--- src/rtl/keycode_pad_pkg.sv ---
// Shared types and constants for keycode_pad: button indices, pad state type,
// the power-on keymap for pad 0, and the opposing-direction cleanup helper.
package keycode_pad_pkg;

    localparam int BTN_A      = 0;
    localparam int BTN_B      = 1;
    localparam int BTN_SELECT = 2;
    localparam int BTN_START  = 3;
    localparam int BTN_UP     = 4;
    localparam int BTN_DOWN   = 5;
    localparam int BTN_LEFT   = 6;
    localparam int BTN_RIGHT  = 7;

    typedef logic [7:0] pad_state_t;

    // K, J, Space, Enter, W, S, A, D
    localparam logic [7:0] DEFAULT_MAP [8] = '{
        8'h0E, 8'h0D, 8'h2C, 8'h28, 8'h1A, 8'h16, 8'h04, 8'h07
    };

    // Drops both members of an opposing pair when both are held.
    function automatic pad_state_t socd_clean(input pad_state_t s);
        pad_state_t r;
        r = s;
        if (s[BTN_LEFT] && s[BTN_RIGHT]) begin
            r[BTN_LEFT]  = 1'b0;
            r[BTN_RIGHT] = 1'b0;
        end else begin
            r[BTN_LEFT]  = s[BTN_LEFT];
            r[BTN_RIGHT] = s[BTN_RIGHT];
        end
        if (s[BTN_UP] && s[BTN_DOWN]) begin
            r[BTN_UP]   = 1'b0;
            r[BTN_DOWN] = 1'b0;
        end else begin
            r[BTN_UP]   = s[BTN_UP];
            r[BTN_DOWN] = s[BTN_DOWN];
        end
        return r;
    endfunction

endpackage

--- src/rtl/keycode_pad_shift.sv ---
// One emulated NES controller: 8-bit strobe/shift register plus the serial
// data mux seen by the CPU.
module keycode_pad_shift
    import keycode_pad_pkg::*;
(
    input  logic       clk,
    input  logic       rst,
    input  logic       strobe,
    input  pad_state_t btn,
    input  logic       rd,
    output logic       pad_data
);

    pad_state_t sh_r;

    // Parallel reload while strobed, otherwise shift in ones on each read.
    always_ff @(posedge clk or posedge rst) begin
        if (rst) begin
            sh_r <= 8'h00;
        end else if (strobe) begin
            sh_r <= btn;
        end else if (rd) begin
            sh_r <= {1'b1, sh_r[7:1]};
        end else begin
            sh_r <= sh_r;
        end
    end

    assign pad_data = strobe ? btn[BTN_A] : sh_r[0];

endmodule

--- src/rtl/keycode_pad.sv ---
// Maps USB keycodes onto NUM_PADS NES controllers through a CPU-writable keymap.
// Define KEYCODE_PAD_SOCD_EN to cancel simultaneous Left+Right / Up+Down.
module keycode_pad
    import keycode_pad_pkg::*;
#(
    parameter int NUM_KEYCODES = 6,
    parameter int NUM_PADS     = 2,
    parameter int KEYCODE_W    = 8
) (
    input  logic                              clk_clk,
    input  logic                              reset_reset,
    input  logic [NUM_KEYCODES*KEYCODE_W-1:0] keycode_export,
    input  logic                              keycode_valid,
    input  logic                              map_we,
    input  logic [$clog2(NUM_PADS*8)-1:0]     map_addr,
    input  logic [KEYCODE_W-1:0]              map_wdata,
    output logic [KEYCODE_W-1:0]              map_rdata,
    input  logic                              strobe_wr,
    input  logic                              strobe_bit,
    input  logic [NUM_PADS-1:0]               pad_rd,
    output logic [NUM_PADS-1:0]               pad_data,
    output logic [NUM_PADS*8-1:0]             buttons
);

    localparam int MAP_N  = NUM_PADS * 8;
    localparam int ADDR_W = $clog2(MAP_N);
    localparam logic [ADDR_W:0] MAP_N_W = (ADDR_W + 1)'(MAP_N);

    logic [KEYCODE_W-1:0] keymap_r [MAP_N];
    logic [MAP_N-1:0]     raw_s;
    logic [MAP_N-1:0]     dec_s;
    logic [MAP_N-1:0]     btn_r;
    logic                 strobe_r;
    logic                 addr_ok_s;

    assign addr_ok_s = ({1'b0, map_addr} < MAP_N_W);

    // Keymap storage; decode in the same cycle as a write still sees the old entry.
    always_ff @(posedge clk_clk or posedge reset_reset) begin
        if (reset_reset) begin
            for (int i = 0; i < MAP_N; i++) begin
                keymap_r[i] <= (i < 8) ? KEYCODE_W'(DEFAULT_MAP[i[2:0]]) : '0;
            end
        end else if (map_we && addr_ok_s) begin
            keymap_r[map_addr] <= map_wdata;
        end else begin
            keymap_r <= keymap_r;
        end
    end

    // Readback follows map_addr every cycle, forwarding a write to the same slot.
    always_ff @(posedge clk_clk or posedge reset_reset) begin
        if (reset_reset) begin
            map_rdata <= '0;
        end else if (!addr_ok_s) begin
            map_rdata <= '0;
        end else if (map_we) begin
            map_rdata <= map_wdata;
        end else begin
            map_rdata <= keymap_r[map_addr];
        end
    end

    // Any non-empty slot equal to a non-zero map entry presses that button.
    always_comb begin
        raw_s = '0;
        for (int e = 0; e < MAP_N; e++) begin
            for (int k = 0; k < NUM_KEYCODES; k++) begin
                raw_s[e] = raw_s[e] |
                    ((keycode_export[k*KEYCODE_W +: KEYCODE_W] != '0) &&
                     (keycode_export[k*KEYCODE_W +: KEYCODE_W] == keymap_r[e]));
            end
        end
    end

    for (genvar p = 0; p < NUM_PADS; p++) begin : g_pad
`ifdef KEYCODE_PAD_SOCD_EN
        assign dec_s[p*8 +: 8] = socd_clean(raw_s[p*8 +: 8]);
`else
        assign dec_s[p*8 +: 8] = raw_s[p*8 +: 8];
`endif

        keycode_pad_shift u_shift (
            .clk      (clk_clk),
            .rst      (reset_reset),
            .strobe   (strobe_r),
            .btn      (btn_r[p*8 +: 8]),
            .rd       (pad_rd[p]),
            .pad_data (pad_data[p])
        );
    end

    // Button state only moves when a complete report arrives.
    always_ff @(posedge clk_clk or posedge reset_reset) begin
        if (reset_reset) begin
            btn_r <= '0;
        end else if (keycode_valid) begin
            btn_r <= dec_s;
        end else begin
            btn_r <= btn_r;
        end
    end

    // Strobe latch written by the CPU at $4016.
    always_ff @(posedge clk_clk or posedge reset_reset) begin
        if (reset_reset) begin
            strobe_r <= 1'b0;
        end else if (strobe_wr) begin
            strobe_r <= strobe_bit;
        end else begin
            strobe_r <= strobe_r;
        end
    end

    assign buttons = btn_r;

endmodule

--- config.mk ---
export PLATFORM = sky130hd
export DESIGN_NAME = keycode_pad
export DESIGN_NICKNAME = d
export VERILOG_FILES = /design/src/rtl/keycode_pad_pkg.sv /design/src/rtl/keycode_pad_shift.sv /design/src/rtl/keycode_pad.sv
export SDC_FILE = /design/constraint.sdc
export NUM_CORES = 1
export LEC_CHECK = 0
export ABC_AREA = 0
export CAP_MARGIN = 20
export CORE_MARGIN = 2
export CORE_UTILIZATION = 55
export CTS_CLUSTER_SIZE = 40
export DETAILED_ROUTE_END_ITERATION = 8
export MAX_ROUTING_LAYER = met4
export PLACE_DENSITY = 0.79
export SLEW_MARGIN = 20
export SYNTH_ARGS = -nofsm -noshare
export SYNTH_HDL_FRONTEND = slang
export SYNTH_SLANG_ARGS = --single-unit
--- constraint.sdc ---
create_clock -name clk_clk -period 7.84 [get_ports clk_clk]
set_input_delay 2.352 -clock clk_clk [delete_from_list [all_inputs] [get_ports clk_clk]]
set_output_delay 2.352 -clock clk_clk [all_outputs]
set_load 0.02 [all_outputs]
# Word-level counts from Yosys, hierarchy flattened
# Cells that the tools add are included.
word_totals:
  register_bits: 169
  latch_bits: 0
  ramBits: 0
  romBits: 0
  output_inout_bits: 26
  elab_cells: 318
  n_memories: 0
classes:
  add_sub_neg: 0
  mul: 0
  div_mod_pow: 0
  order_cmp: 2
  n_eq_ne: 96
  shift: 0
  n_mux: 13
  bitwise_logic: 81
  n_reduce_logical: 105
op_table:
  columns: ["op", "count"]
  rows:
  - ["$eq 8x8->1", 96]
  - ["$bwmux 128", 1]
  - ["$logic_and 1x1->1", 97]
  - ["$or 1x1->1", 80]
  - ["$mux 8", 8]
  - ["$reduce_bool 8->1", 6]
  - ["$bmux 8 s4", 1]
  - ["$demux 8 s4", 1]
  - ["$ge 5x5->1 const B", 1]
  - ["$lt 5x1->1 const B", 1]
  - ["$not 4->5", 1]
  - ["$reduce_bool 2->1", 2]
  - ["$mux 1", 2]

# Longest topological paths before layout
# Gate-level depths: netlist of the first run.
logic_depth:
  depth_word: 7
  ltp_mapped: 7

# Modules after synthesis
# Synthesis of the first run repeated with hierarchy kept, for this count alone.
unflattened:
  cells_unflattened: 1827
  area_unflattened_um2: 17294.1
by_module_without_submodules:
  columns: ["mod", "n_inst", "cells_per_inst", "area_each_um2", "seq_area_each_um2"]
  rows:
  - ["keycode_pad", 1, 1753, 16535.9, 3854.9]
  - ["keycode_pad_shift", 2, 37, 379.1, 200.2]

# Worst setup path after synthesis of the first run
# OpenSTA, ideal clock, no wires.
synth_timing:
  path_type: "input to register"
  from: "input map_addr[0]"
  to: "register map_rdata[5]"
  setup_ns: 0.136
  arrival_ns: 3.777
  t_required_ns: 7.704
  path_slack_ns: 3.927
  stages: 5
  path_buffers: 2
  cell_sequence: "buf_2 > buf_2 > mux4_2 > a221oi_1 > o21ai_0"
synth_between:
  elab_chain_len: 5
synth_rtl:
  columns: ["item", "line_no", "text"]
  rows:
  - ["from (decl)", "keycode_pad.sv:15", "input logic [$clog2(NUM_PADS*8)-1:0] map_addr,"]
  - ["$not 4->5 (implied by the code)", "keycode_pad.sv:60", "map_rdata <= keymap_r[map_addr];"]
  - ["$bmux 8 s4", "keycode_pad.sv:60", null]
  - ["$mux 8 (implied by the code) (2 in a row)", "keycode_pad.sv:60", null]
  - ["$mux 8", "keycode_pad.sv:57", "end else if (map_we) begin"]
  - ["to (signal assigned)", "keycode_pad.sv:58", "map_rdata <= map_wdata;"]
  - ["to (signal assigned)", "keycode_pad.sv:60", null]
  - ["to (decl)", "keycode_pad.sv:17", "output logic [KEYCODE_W-1:0] map_rdata,"]
# No other way between the ends. The select of a mux whose other input is x is not followed.
# A chain may end at the register's enable or synchronous reset.

# Worst setup path in the final report of the first run
layout_timing:
  from: "input map_addr[1]"
  to: "register keymap_r[69] (netlist name)"
layout_between:
  elab_chain_len: 6
layout_rtl:
  columns: ["item", "line_no", "text"]
  rows:
  - ["$not 4->5 (implied by the code) *", "keycode_pad.sv:45", "keymap_r[map_addr] <= map_wdata;"]
  - ["$ge 5x5->1 (implied by the code) / $lt 5x1->1 (equally long branches)", "keycode_pad.sv:45", null]
  - ["$logic_and 1x1->1 (implied by the code)", "keycode_pad.sv:45", null]
  - ["$mux 8 (implied by the code)", "keycode_pad.sv:45", null]
  - ["$demux 8 s4 *", "keycode_pad.sv:45", null]
  - ["$bwmux 128 *", "keycode_pad.sv:45", null]
  - ["to (signal, indexed assignment)", "keycode_pad.sv:42", "keymap_r[i] <= (i < 8) ? KEYCODE_W'(DEFAULT_MAP[i[2:0]]) : '0;"]
  - ["to (signal, indexed assignment)", "keycode_pad.sv:45", null]
  - ["to (signal assigned)", "keycode_pad.sv:47", "keymap_r <= keymap_r;"]
  - ["to (decl)", "keycode_pad.sv:29", "logic [KEYCODE_W-1:0] keymap_r [MAP_N];"]
# Mark *: on every way between the ends. The rest lies on a longest branch, timed or not.

==> out/qor.yml, run 1 <==
outcome: "finished, final reports clean"
grt_antenna_before_repair: 1
finalCriticalPeriod_ns: 4.92
ys_warn_count: 0
std_cell_rows: 64
die-height_um: 181
p_int_uw: 2670
pre_cts_ws_ns: 2.57
critPathLaunch: "map_addr[1]"
ioPinCount: 94
post_drt_wl_per_cell_um: 31.2
synth_area_leader_cell: "xnor2_1"
timing.rr.end: "map_rdata[6]"
synth_cells: 1827
core_um2: 30700
hp-start: "buttons[12]"
placed_area_um2: 17900
grt_setup_unrepaired: "false"
post_cts_buffers: 0
tightest_slew_ns: 1.04
synth_seq_cells: 169
drt_iter0_markers: 2163
cp.depth: 4
dieArea_um2: 32700
crit_fanout: 21
critPathArrivalTime_ns: 5.25
place_hpwl_um: 39700
crit_end: "keymap_r[69]"
final_util_pct: 60.4
cts_num_sinks: 169
cts_tree: "yes"
setup-tns-final_ns: 0
rr_startpoint: "keymap_r[6]"
fin_total_pwr_uw: 4440
ys_seq_area_share_pct: 24.7
nets: 1797
cts-root-buf: "clkbuf_16"
area_growth_syn_to_layout_pct: 7.66
critPathRequiredTime_ns: 8.17
synth_cell_types: 35
clockPowerShare_pct: 22.6
p_sw_share_pct: 39.8
grt_start_max_net_pins: 68
drc_errors: 0
rr_worst_depth: 4
setup_viol: 0
p_switching_uw: 1770
vdd_drop_max_mv: 0.171
port_buffers: 93
ctsResizeCount: 0
drt-pass1-iter-count: 7
layout_commonest_cell: "xnor2_1"
ant_nets: 0
layout_common_cells: "xnor2_1, nand4_1, dfrtp_1, mux2_2, clkdlybuf4s50_1"
start_util_pct: 56.1
path_buf_inv: 1
place.gp.congestion: 1.08
routed_wirelength_um: 66800
clock_skew_ns: 0.0125
syn_area_um2: 17200
insertion_delay_ns: 0.46
grt_overflow: 0
grt_pass1_vias: 15400
slew_headroom_pct: 30.6
worstPathCellList: "clkdlybuf4s50_1, nand2_1, nor2_1, mux2_2"
drv_cap: 0
finish.instance_area_um2: 18500
post-route-period-util_pct: 62.7
cts_buffers: 17
crit_type: "in2reg"
start_kind: "primary input"
critPathTopFamily: "simple AND/OR/NAND/NOR gates"
postCtsHoldBufs: 0
drive_above_1_share_pct: 17.0
power.density_nw_per_um2: 240
fillerInstances: 2503
setup_ws_ns: 2.92
timing.final.hold_violations: 0
max_freq_mhz: 203
max_stage_delay_ns: 1.15
grtUsageTotal_pct: 42.0
clk_pin_slew_ns: 0.07
die_w_um: 181
seq_power_share_pct: 38.9
r2r_slack_ns: 5.67
clockBufferDepth: 2
hold_path_class: "reg2reg"
synthDominantCellAreaShare_pct: 35.6
comb_power_share_pct: 38.5
syn_nets: 1895
p_leak_uw: 0.00594
end_kind: "flip-flop"
crit_slowest_cell: "clkdlybuf4s50_1"
slew_violations: 0
grt_pass1_wl_um: 99100
vias_per_cell: 7.15
synth_area_leaders: "xnor2_1, dfrtp_1, mux2_2"
htree_levels: 4
via_count: 15300
syn_area_per_cell_um2: 9.42
-- cell usage after synthesis --
library cell,count
buf_6,7
nand2b_1,5
and2_1,1
dfrtp_1,148
nand3b_1,2
nor2_1,34
o21ai_0,26
nand2_1,26
or3_1,2
xnor2_1,700
nor3_1,62
dfstp_2,21
nor2_4,6
buf_4,12
inv_1,3
or4_4,10
nor3_2,1
mux2_2,129
buf_2,87
nand4_1,158
mux4_2,32
nand3_1,2
mux2i_1,14
nor3b_1,1
a31oi_1,37
a22o_1,8
xor2_1,68
nor2b_1,3
a41oi_1,12
a221oi_1,8
clkbuf_1,123
nor4_1,36
nor4_2,2
or4_1,2
buf_1,39
-- flip-flops by register name, indices dropped and copies added, names as in the netlist --
name and cells:
g_pad.u_shift.sh_r 16, keymap_r 128, buttons 16, map_rdata 8, strobe_r 1
-- metal layers --
layer | up-vias | global-route usage [%] | share of wire (%)
met5 | - | - | 0
met4 | 0 | 30.5 | 9.2
met3 | 490 | 15.4 | 16
met2 | 1390 | 57.9 | 41
met1 | 7436 | 50.0 | 34
li1 | 5989 | - | -
-- power by group through the flow --
stage                     Sequential, uW  Clock (uW)  Combinational [uW]
after floorplan                     1140           0                1790
after global placement              1700           0                1590
after detailed placement            1710           0                1670
after CTS                           1690        1000                1680
after global routing                1740        1040                1830
final                               1730        1000                1710
-- tightest hold or removal path, cell delays in order, from the launching register on --
cell and delay (ns):
dfrtp_1 0.37, nand2_1 0.06, o21ai_0 0.06
-- worst min-delay path by stage --
stage                                to  depth (start not counted)
2_1_floorplan  g_pad[0].u_shift.sh_r[7]                          2
3_3_place_gp   g_pad[0].u_shift.sh_r[4]                          2
3_5_place_dp   g_pad[1].u_shift.sh_r[4]                          2
4_1_cts        g_pad[1].u_shift.sh_r[4]                          2
5_1_grt        g_pad[1].u_shift.sh_r[4]                          2
6_report       g_pad[1].u_shift.sh_r[4]                          2
-- layout make-up --
type	instances	area [um2]	area share, %
clock buffers	20	457	2.47
multi-input cells	1387	11700	63.3
repair buffers	151	1340	7.24
clock inverters	12	221	1.20
well taps	396	495	2.67
inverters	3	16.3	0.0878
flip-flops and latches	169	4260	23.0
diodes	4	10.0	0.0540
-- cells by family (layout without fill, tap and decap cells) --
logic type,after synthesis,in the layout,share of synthesized area [%]
DFF,169,169,24.7
buffers and inverters,271,186,7.11
xor gates and xnor gates,768,768,39.1
AOI/OAI and AO/OA,91,91,3.53
other,0,4,0
muxes,175,175,13.4
and+or+nand+nor,353,353,12.1
-- metrics by stage --
stage | hold slack (ns) | instances
after floorplan | 0.511 | 1827
after CTS | 0.532 | 2138
after global placement | 0.504 | 2106
after global routing | 0.562 | 2140
final | 0.529 | 2142
after detailed placement | 0.518 | 2106
No activity file was read; power rests on OpenSTA's default activity.
==> run 2: changes to the inputs <==
==> constraint.sdc (replaced) <==
create_clock -name clk_clk -period 4.6 [get_ports clk_clk]
set_input_delay 1.38 -clock clk_clk [delete_from_list [all_inputs] [get_ports clk_clk]]
set_output_delay 1.38 -clock clk_clk [all_outputs]
set_load 0.02 [all_outputs]
==> out/qor.yml, run 2 (synthesized netlist as in run 1, its figures left out) <==
finish.instance_area_um2: 18600  # +0.33%
drt_iter0_markers: 2476  # +14%
timing.final.hold_violations: 0  # unchanged
htree_levels: 4  # unchanged
via_count: 15200  # -0.91%
clk_pin_slew_ns: 0.07  # about the same
grt_pass1_vias: 14900  # -3.1%
drc_errors: 0  # unchanged
post_drt_wl_per_cell_um: 31.5  # +1.1%
min_path_cells: 2  # unchanged
fillerInstances: 2553  # +2.0%
p_leak_uw: 0.00596  # +0.46%
post_cts_buffers: 0  # unchanged
critPathRequiredTime_ns: 3.22  # -4.95 ns
postCtsHoldBufs: 0  # unchanged
final_util_pct: 60.6  # +0.20 points
std_cell_rows: 64  # unchanged
post-route-period-util_pct: 79.7
grt_overflow: 0  # unchanged
slew_violations: 0  # unchanged
drt-pass1-iter-count: 8  # +1
place_hpwl_um: 42000  # +5.6%
crit_type: "reg2out"
nets: 1805  # +0.45%
grt_antenna_before_repair: 1  # unchanged
cts_tree: "yes"
vias_per_cell: 7.06  # -1.1%
holdPathEnd: "g_pad[1].u_shift.sh_r[4]"
start_util_pct: 56.1  # unchanged
cts_num_sinks: 169  # unchanged
layout_common_cells: "xnor2_1, nand4_1, dfrtp_1, mux2_2, clkdlybuf4s50_1"
end_kind: "primary output"
outcome: "finished, final reports clean"
setup-tns-final_ns: 0  # unchanged
rr_worst_depth: 4  # unchanged
drv_cap: 0  # unchanged
crit_fanout: 35  # +67%
hp-start: "buttons[12]"
routed_wirelength_um: 67700  # +1.4%
hold_path_class: "reg2reg"
place.gp.congestion: 0.997  # -7.4%
top_register: "keymap_r"
grt_pass1_wl_um: 99400  # +0.36%
port_buffers: 93  # unchanged
critPathLaunch: "strobe_r"
placed_area_um2: 17900  # +0.50%
max_freq_mhz: 273
largest_reg_flops: 128  # unchanged
grt_setup_unrepaired: "false"
area_growth_syn_to_layout_pct: 8.01
vdd_drop_max_mv: 0.301  # +75%
slew_headroom_pct: 40.9  # +10 points
power.density_nw_per_um2: 404  # +69%
layout_commonest_cell: "xnor2_1"
core_um2: 30700  # unchanged
ioPinCount: 94  # unchanged
timing.rr.end: "map_rdata[6]"
clock_skew_ns: 0.0172  # +0.00468 ns
ant_nets: 0  # unchanged
r2r_slack_ns: 2.48  # -3.19 ns
cts_buffers: 17  # unchanged
tightest_slew_ns: 0.887  # -0.151 ns
setup_viol: 0  # unchanged
grtUsageTotal_pct: 42.6  # +0.62 points
drive_above_1_share_pct: 17.2  # +0.21 points
finalCriticalPeriod_ns: 3.67
critPathArrivalTime_ns: 2.29  # -2.96 ns
ctsResizeCount: 0  # unchanged
die-height_um: 181  # unchanged
grt_start_max_net_pins: 102  # +50%
insertion_delay_ns: 0.47  # about the same
cts-root-buf: "clkbuf_16"
start_kind: "flip-flop"
die_w_um: 181  # unchanged
clockBufferDepth: 2  # unchanged
dieArea_um2: 32700  # unchanged
rr_startpoint: "keymap_r[30]"
==> run 2: cell types whose count changed in the layout (fill, tap and decap cells not counted), moves of 2 or more <==
cell             delta
buf_4               +6
inv_6               +5
buf_2               -4
clkdlybuf4s50_1     +4
diode_2             -3
buf_12              +2
bufinv_16           -2
clkinv_2            -2
==> run 2: power breakdown <==
group	leakage (uW)	switching (uW)	internal, uW
combinational	0.00361	1200	1700
sequential	0.00204	1150	1820
clock	0.000305	713	936
==> run 2: metal layers <==
layer  global-route usage, %  vias up  part of all wire [%]
li1                        -     5988                     -
met4                    29.4        0                   9.1
met1                    51.9     7367                    36
met5                       -        -                     0
met3                    14.6      469                    14
met2                    58.9     1342                    41
==> run 2: metrics by stage <==
step	setup slack, ns	total power (uW)	hold slack (ns)	std cells
after detailed placement	0.752	5770	0.531	2114
after global placement	0.776	5640	0.522	2114
after CTS	0.915	7410	0.548	2146
final	0.933	7520	0.552	2147
after floorplan	1.08	5000	0.511	1827
after global routing	0.715	7810	0.592	2147
==> run 2: critical path, stage by stage, from the launching register on <==
cell,delay (ns)
dfrtp_1,0.93
nand2_1,0.13
o21ai_0,0.12
clkdlybuf4s50_1,0.64
==> run 2: worst max-delay path by stage <==
stage	endpoint	slack, ns
final	pad_data[0]	0.93
after global routing	pad_data[0]	0.72
after CTS	pad_data[0]	0.92
after detailed placement	buttons[14]	0.75
after global placement	buttons[15]	0.78
after floorplan	buttons[0]	1.08
==> run 2: cell type report <==
class	instances	area, um2	area share [%]
Antenna cell	1	2.50	0.0135
Clock buffer	18	439	2.36
Clock inverter	14	204	1.10
Inverter	3	15.0	0.0808
Multi-Input combinational cell	1387	11700	63.1
Sequential cell	169	4260	22.9
Tap cell	396	495	2.67
Timing Repair Buffer	159	1450	7.78
==> RTL change 1, RTL diff (flow settings as in run 1) <==
Make the reset (`reset_reset` and `rst`) synchronous in 5 clocked blocks.
--- a/src/rtl/keycode_pad_shift.sv
+++ b/src/rtl/keycode_pad_shift.sv
@@ -15,5 +15,5 @@
 
     // Parallel reload while strobed, otherwise shift in ones on each read.
-    always_ff @(posedge clk or posedge rst) begin
+    always_ff @(posedge clk) begin
         if (rst) begin
             sh_r <= 8'h00;
--- a/src/rtl/keycode_pad.sv
+++ b/src/rtl/keycode_pad.sv
@@ -37,5 +37,5 @@
 
     // Keymap storage; decode in the same cycle as a write still sees the old entry.
-    always_ff @(posedge clk_clk or posedge reset_reset) begin
+    always_ff @(posedge clk_clk) begin
         if (reset_reset) begin
             for (int i = 0; i < MAP_N; i++) begin
@@ -50,5 +50,5 @@
 
     // Readback follows map_addr every cycle, forwarding a write to the same slot.
-    always_ff @(posedge clk_clk or posedge reset_reset) begin
+    always_ff @(posedge clk_clk) begin
         if (reset_reset) begin
             map_rdata <= '0;
@@ -92,5 +92,5 @@
 
     // Button state only moves when a complete report arrives.
-    always_ff @(posedge clk_clk or posedge reset_reset) begin
+    always_ff @(posedge clk_clk) begin
         if (reset_reset) begin
             btn_r <= '0;
@@ -103,5 +103,5 @@
 
     // Strobe latch written by the CPU at $4016.
-    always_ff @(posedge clk_clk or posedge reset_reset) begin
+    always_ff @(posedge clk_clk) begin
         if (reset_reset) begin
             strobe_r <= 1'b0;
Function: changed (a bounded check fails within 4 cycles, from zero or initial values and one cycle with reset_reset high; the reset may be asserted at any time).
==> RTL change 1 against run 1 <==
Setup slack gained 0.19 ns; routed wire length shrank 1.9%; hold slack lost 0.0091 ns; cell area decreased by 2.5%; synthesized area fell by 1.2%; sequential cell count is the same; critical endpoint is now keymap_r[65].
Power is not compared: it rests on default switching activity, and its combinational part moved more than twofold at a synthesized area within 25%.
==> RTL change 1: results (changes against run 1) <==
Run status
  • Outcome: finished clean (unchanged)

Power and ir drop
  • Final Total Pwr: 2.42 mW
  • Leakage power: 5.07 nW

Global route
  • First-pass GRT wire length: 96100 um (was 99100 um)
  • Tot GR Track Use: 40.4% (was 42.0%)
  • Largest net degree at the start of global routing: 108 (was 68)
  • Met3 Track Usage GR: 11.8% (was 15.4%)
  • GR Util met2: 58.1% (was 57.9%)
  • GR met1 Demand/Resource: 48.0% (was 50.0%)
  • Initial antenna violation count: 0 (was 1)

Synth
  • Post-synthesis sequential area ratio: 19.9% (was 24.7%)
  • Post-synthesis mux area share: 9.02% (was 13.4%)
  • Synth Area in Compound Gates: 5.29% (was 3.53%)
  • Commonest cells post-synth: xnor2_1, nand4_1, dfxtp_1, clkbuf_1, nor2_1 (was xnor2_1, nand4_1, dfrtp_1, mux2_2, clkbuf_1)
  • Top post-synthesis cells by area: xnor2_1, dfxtp_1, nand4_1 (was xnor2_1, dfrtp_1, mux2_2)
  • Avg Cell Area, Syn: 8.20 um2 (was 9.42 um2)
  • Ys flop type: dfxtp_1 (was dfrtp_1)
  • Post-Synth XOR/XNOR Area: 39.6% (was 39.1%)
  • Post-Syn Area: 17000 um2 (was 17200 um2)
  • Count of different cell masters after synthesis: 39 (was 35)
  • Asr flop ratio synth: 0% (was 100%)

Route
  • Routed len/inst: 27.9 um (was 31.2 um)
  • Metal3 WL: 9400 um (was 10600 um)
  • Routed wire length: 65500 um (was 66800 um)
  • Met2 wire len: 27300 um (was 27100 um)
  • Iter 0 DRT Violations: 2277 (was 2163)
  • Metal-1 WL: 22800 um (was 22900 um)
  • Via count: 15900 (was 15300)

Finish
  • Buffering overhead: 7.51% (was 7.24%)
  • Sequential cell area: 3380 um2 (was 4260 um2)
  • Ant diodes: 0 (was 4)
  • Share of layout cells above drive strength 1: 8.33% (was 17.0%)
  • Final sequential cell count: 169 (unchanged)
  • Fraction of area in multi-input gates: 67.9% (was 63.3%)
  • #MultiIn Comb: 1602 (was 1387)
  • Fillers: 2637 (was 2503)
  • Non-clock inverters: 1 (was 3)
  • Sequential cell area share: 18.7% (was 23.0%)
  • Fin nets: 2011 (was 1797)

STA
  • Worst-margin pin slew: 1.13 ns (was 1.04 ns)
  • Skew final: 0.0188 ns (was 0.0125 ns)
  • Max frequency: 0.211 GHz (was 0.203 GHz)
  • Worst hold margin: 0.520 ns (was 0.529 ns)

Worst setup path
  • Crit path largest cell delay: 0.65 ns (was 1.15 ns)
  • Slowest cell on the critical path: nor2_1 (was clkdlybuf4s50_1)
  • Crit path DAT: 5.08 ns (was 5.25 ns)
  • Reg2reg setup slack: 6.05 ns (was 5.67 ns)

Placement
  • Hpwl dp: 40000 um (was 39700 um)
  • Placer Congestion: 1.00 (was 1.08)
  • Cell count after placement: 2320 (was 2106)
  • Worst slack, placed: 2.76 ns (was 2.57 ns)

Clocking
  • Clock transition at path regs: 0.08 ns
RTL change 1: changes by cell type after synthesis, sizes merged, moves of 40 or more:
| cell | before | now |
|---|---|---|
| xnor2 | 700 | 740 |
| mux2i | 14 | 79 |
| nand2 | 26 | 100 |
| xor2 | 68 | 28 |
| dfxtp | 0 | 169 |
| dfrtp | 148 | 0 |
| a21oi | 0 | 59 |
| mux2 | 129 | 2 |
| nor2 | 40 | 137 |
RTL change 1: final timing paths:
| check | start | to | cells after the start |
|---|---|---|---|
| min reg2reg | buttons[12] | buttons[12] | 2 |
| min | buttons[12] | buttons[12] | 2 |
| max | map_addr[2] | keymap_r[65] | 6 |
| max reg2reg | keymap_r[3] | buttons[15] | 5 |
RTL change 1: logic make-up after synthesis:
logic type	count (synthesis)
xor gates and xnor gates	768
muxes	113
AOI/OAI and AO/OA	145
buffers and inverters	302
DFF	169
and+or+nand+nor	576
==> RTL change 2, RTL diff (settings of run 1) <==
Without the edit above. Build with the macro `KEYCODE_PAD_SOCD_EN` defined.
--- a/src/rtl/keycode_pad.sv
+++ b/src/rtl/keycode_pad.sv
@@ -1,4 +1,6 @@
 // Maps USB keycodes onto NUM_PADS NES controllers through a CPU-writable keymap.
 // Define KEYCODE_PAD_SOCD_EN to cancel simultaneous Left+Right / Up+Down.
+`define KEYCODE_PAD_SOCD_EN
+
 module keycode_pad
     import keycode_pad_pkg::*;
Function: changed (a bounded check fails within 4 cycles, from zero or initial values and one cycle with reset_reset high).
==> RTL change 2 against run 1 <==
Sequential share of layout area hardly changed; setup slack got worse by 0.13 ns; cell area decreased by 0.14%; sequential cell count is the same; combinational power fell by 12%; clock power fell by 14%; routed wire length fell by 1.3%; synthesized area is 0.64% higher; total power down 7.4%; clock skew is 0.0046 ns higher; largest cell class unchanged; largest power group unchanged; highest routed layer unchanged.
==> RTL change 2: results (changes against run 1) <==
Worst setup path
  • Reg2reg setup slack: 5.44 ns (was 5.67 ns)
  • Worst r2r path cells: 6 (was 4)
  • FF-to-FF Start: keymap_r[66] (was keymap_r[6])
  • Crit path DAT: 5.39 ns (was 5.25 ns)
  • CP Max Fanout: 17 (was 21)
  • FF-to-FF End: buttons[6] (was map_rdata[6])

Synth
  • Post-synthesis sequential area ratio: 24.6% (was 24.7%)
  • Syn Nets: 1888 (was 1895)
  • Commonest cells post-synth: xor2_1, nor4_1, dfrtp_1, buf_2, clkbuf_1 (was xnor2_1, nand4_1, dfrtp_1, mux2_2, clkbuf_1)
  • Asr flop ratio synth: 100% (unchanged)
  • Top post-synthesis cells by area: xor2_1, dfrtp_1, nor4_1 (was xnor2_1, dfrtp_1, mux2_2)
  • Count of different cell masters after synthesis: 44 (was 35)

Global route
  • GR Util met2: 56.7% (was 57.9%)
  • Largest net degree at the start of global routing: 94 (was 68)
  • First-pass GRT wire length: 96000 um (was 99100 um)
  • Tot GR Track Use: 40.8% (was 42.0%)
  • Initial antenna violation count: 3 (was 1)
  • GR met1 Demand/Resource: 49.4% (was 50.0%)
  • Met3 Track Usage GR: 15.4% (about the same)

Finish
  • Fin cells: 2134 (was 2142)
  • Share of layout cells above drive strength 1: 10.4% (was 17.0%)
  • Fin nets: 1788 (was 1797)

STA
  • Skew final: 0.0171 ns (was 0.0125 ns)
  • Max frequency: 0.198 GHz (was 0.203 GHz)
  • Worst hold margin: 0.531 ns (was 0.529 ns)
  • Worst-margin pin slew: 1.12 ns (was 1.04 ns)

Clocking
  • Post-CTS setup repair buffer count: 0 (unchanged)
  • CTS HTree Levels: 4 (unchanged)

Worst hold path
  • Critical hold path startpoint: buttons[13] (was buttons[12])
  • Min-Delay Endpoint: buttons[13] (was g_pad[1].u_shift.sh_r[4])
  • Hold path cells: 1 (was 2)

Route
  • Pre-Repair DR Iteration Count: 6 (was 7)
  • Iter 0 DRT Violations: 2089 (was 2163)
  • Via count: 15100 (was 15300)
  • Routed wire length: 65900 um (was 66800 um)

Run status
  • Outcome: finished clean (unchanged)

Placement
  • Hpwl dp: 40700 um (was 39700 um)
  • Worst slack, placed: 2.58 ns (was 2.57 ns)
  • Area of placed instances: 17900 um2 (about the same)
  • Placer Congestion: 1.04 (was 1.08)

Power and ir drop
  • Peak supply drop: 0.000202 V (was 0.000171 V)
  • Leakage power: 7.81 nW (was 5.94 nW)
[RTL change 2: changes by cell type after synthesis, sizes merged, moves of 25 or more]
cell    change
buf        +29
xnor2     -614
nand4     -121
a31oi      -25
nand3      +51
nor4      +130
xor2      +614
clkbuf     -31
nor3       -47
[RTL change 2: worst max-delay path, cell delays in order]
cell	delay, ns
clkdlybuf4s50_1	0.46
buf_4	0.39
nor4_1	0.12
nand2_1	0.82
nand4_1	0.24
o2111ai_1	0.69
o31ai_1	0.11
and2_1	0.18
[RTL change 2: area by class of cell]
type / instances / area, um2
timing repair buffer: 147 / 1300
inverter: 5 / 23.8
clock inverter: 11 / 125
antenna: 5 / 12.5
fill: 2587 / 12300
sequential: 169 / 4260
clock buffer: 21 / 440
multi-input combinational: 1380 / 11800
tap: 396 / 495
[RTL change 2: kinds of logic after synthesis]
group                     after synthesis  share of synthesized area (%)
AOI/OAI and AO/OA                      61                           2.44
and+or+nand+nor                       360                           11.7
xor gates and xnor gates              768                           38.8
buffers and inverters                 271                           7.04
muxes                                 191                           15.4
DFF                                   169                           24.6
[RTL change 2: how the worst max path moves through the flow]
stage	depth (start not counted)	to	start
floorplan	1	buttons[0]	reset_reset
global placement	4	keymap_r[97]	map_addr[2]
detailed placement	4	keymap_r[71]	map_addr[1]
CTS	4	keymap_r[71]	map_addr[1]
global route	8	buttons[6]	keycode_export[36]
finish	8	buttons[6]	keycode_export[36]
[RTL change 2: routing by layer]
layer  wire length [um]  vias up  part of all wire [%]
li1                   -     5963                     -
met1              23700     7251                    36
met2              26800     1397                    41
met3              10200      458                    15
met4               5330        0                   8.1
met5                  0        -                     0
[RTL change 2: power breakdown]
part	internal [mW]	leakage [nW]	total (mW)	switching, mW
Sequential	1.07	2.05	1.74	0.671
Clock	0.469	0.260	0.858	0.388
Combinational	0.790	5.50	1.51	0.725
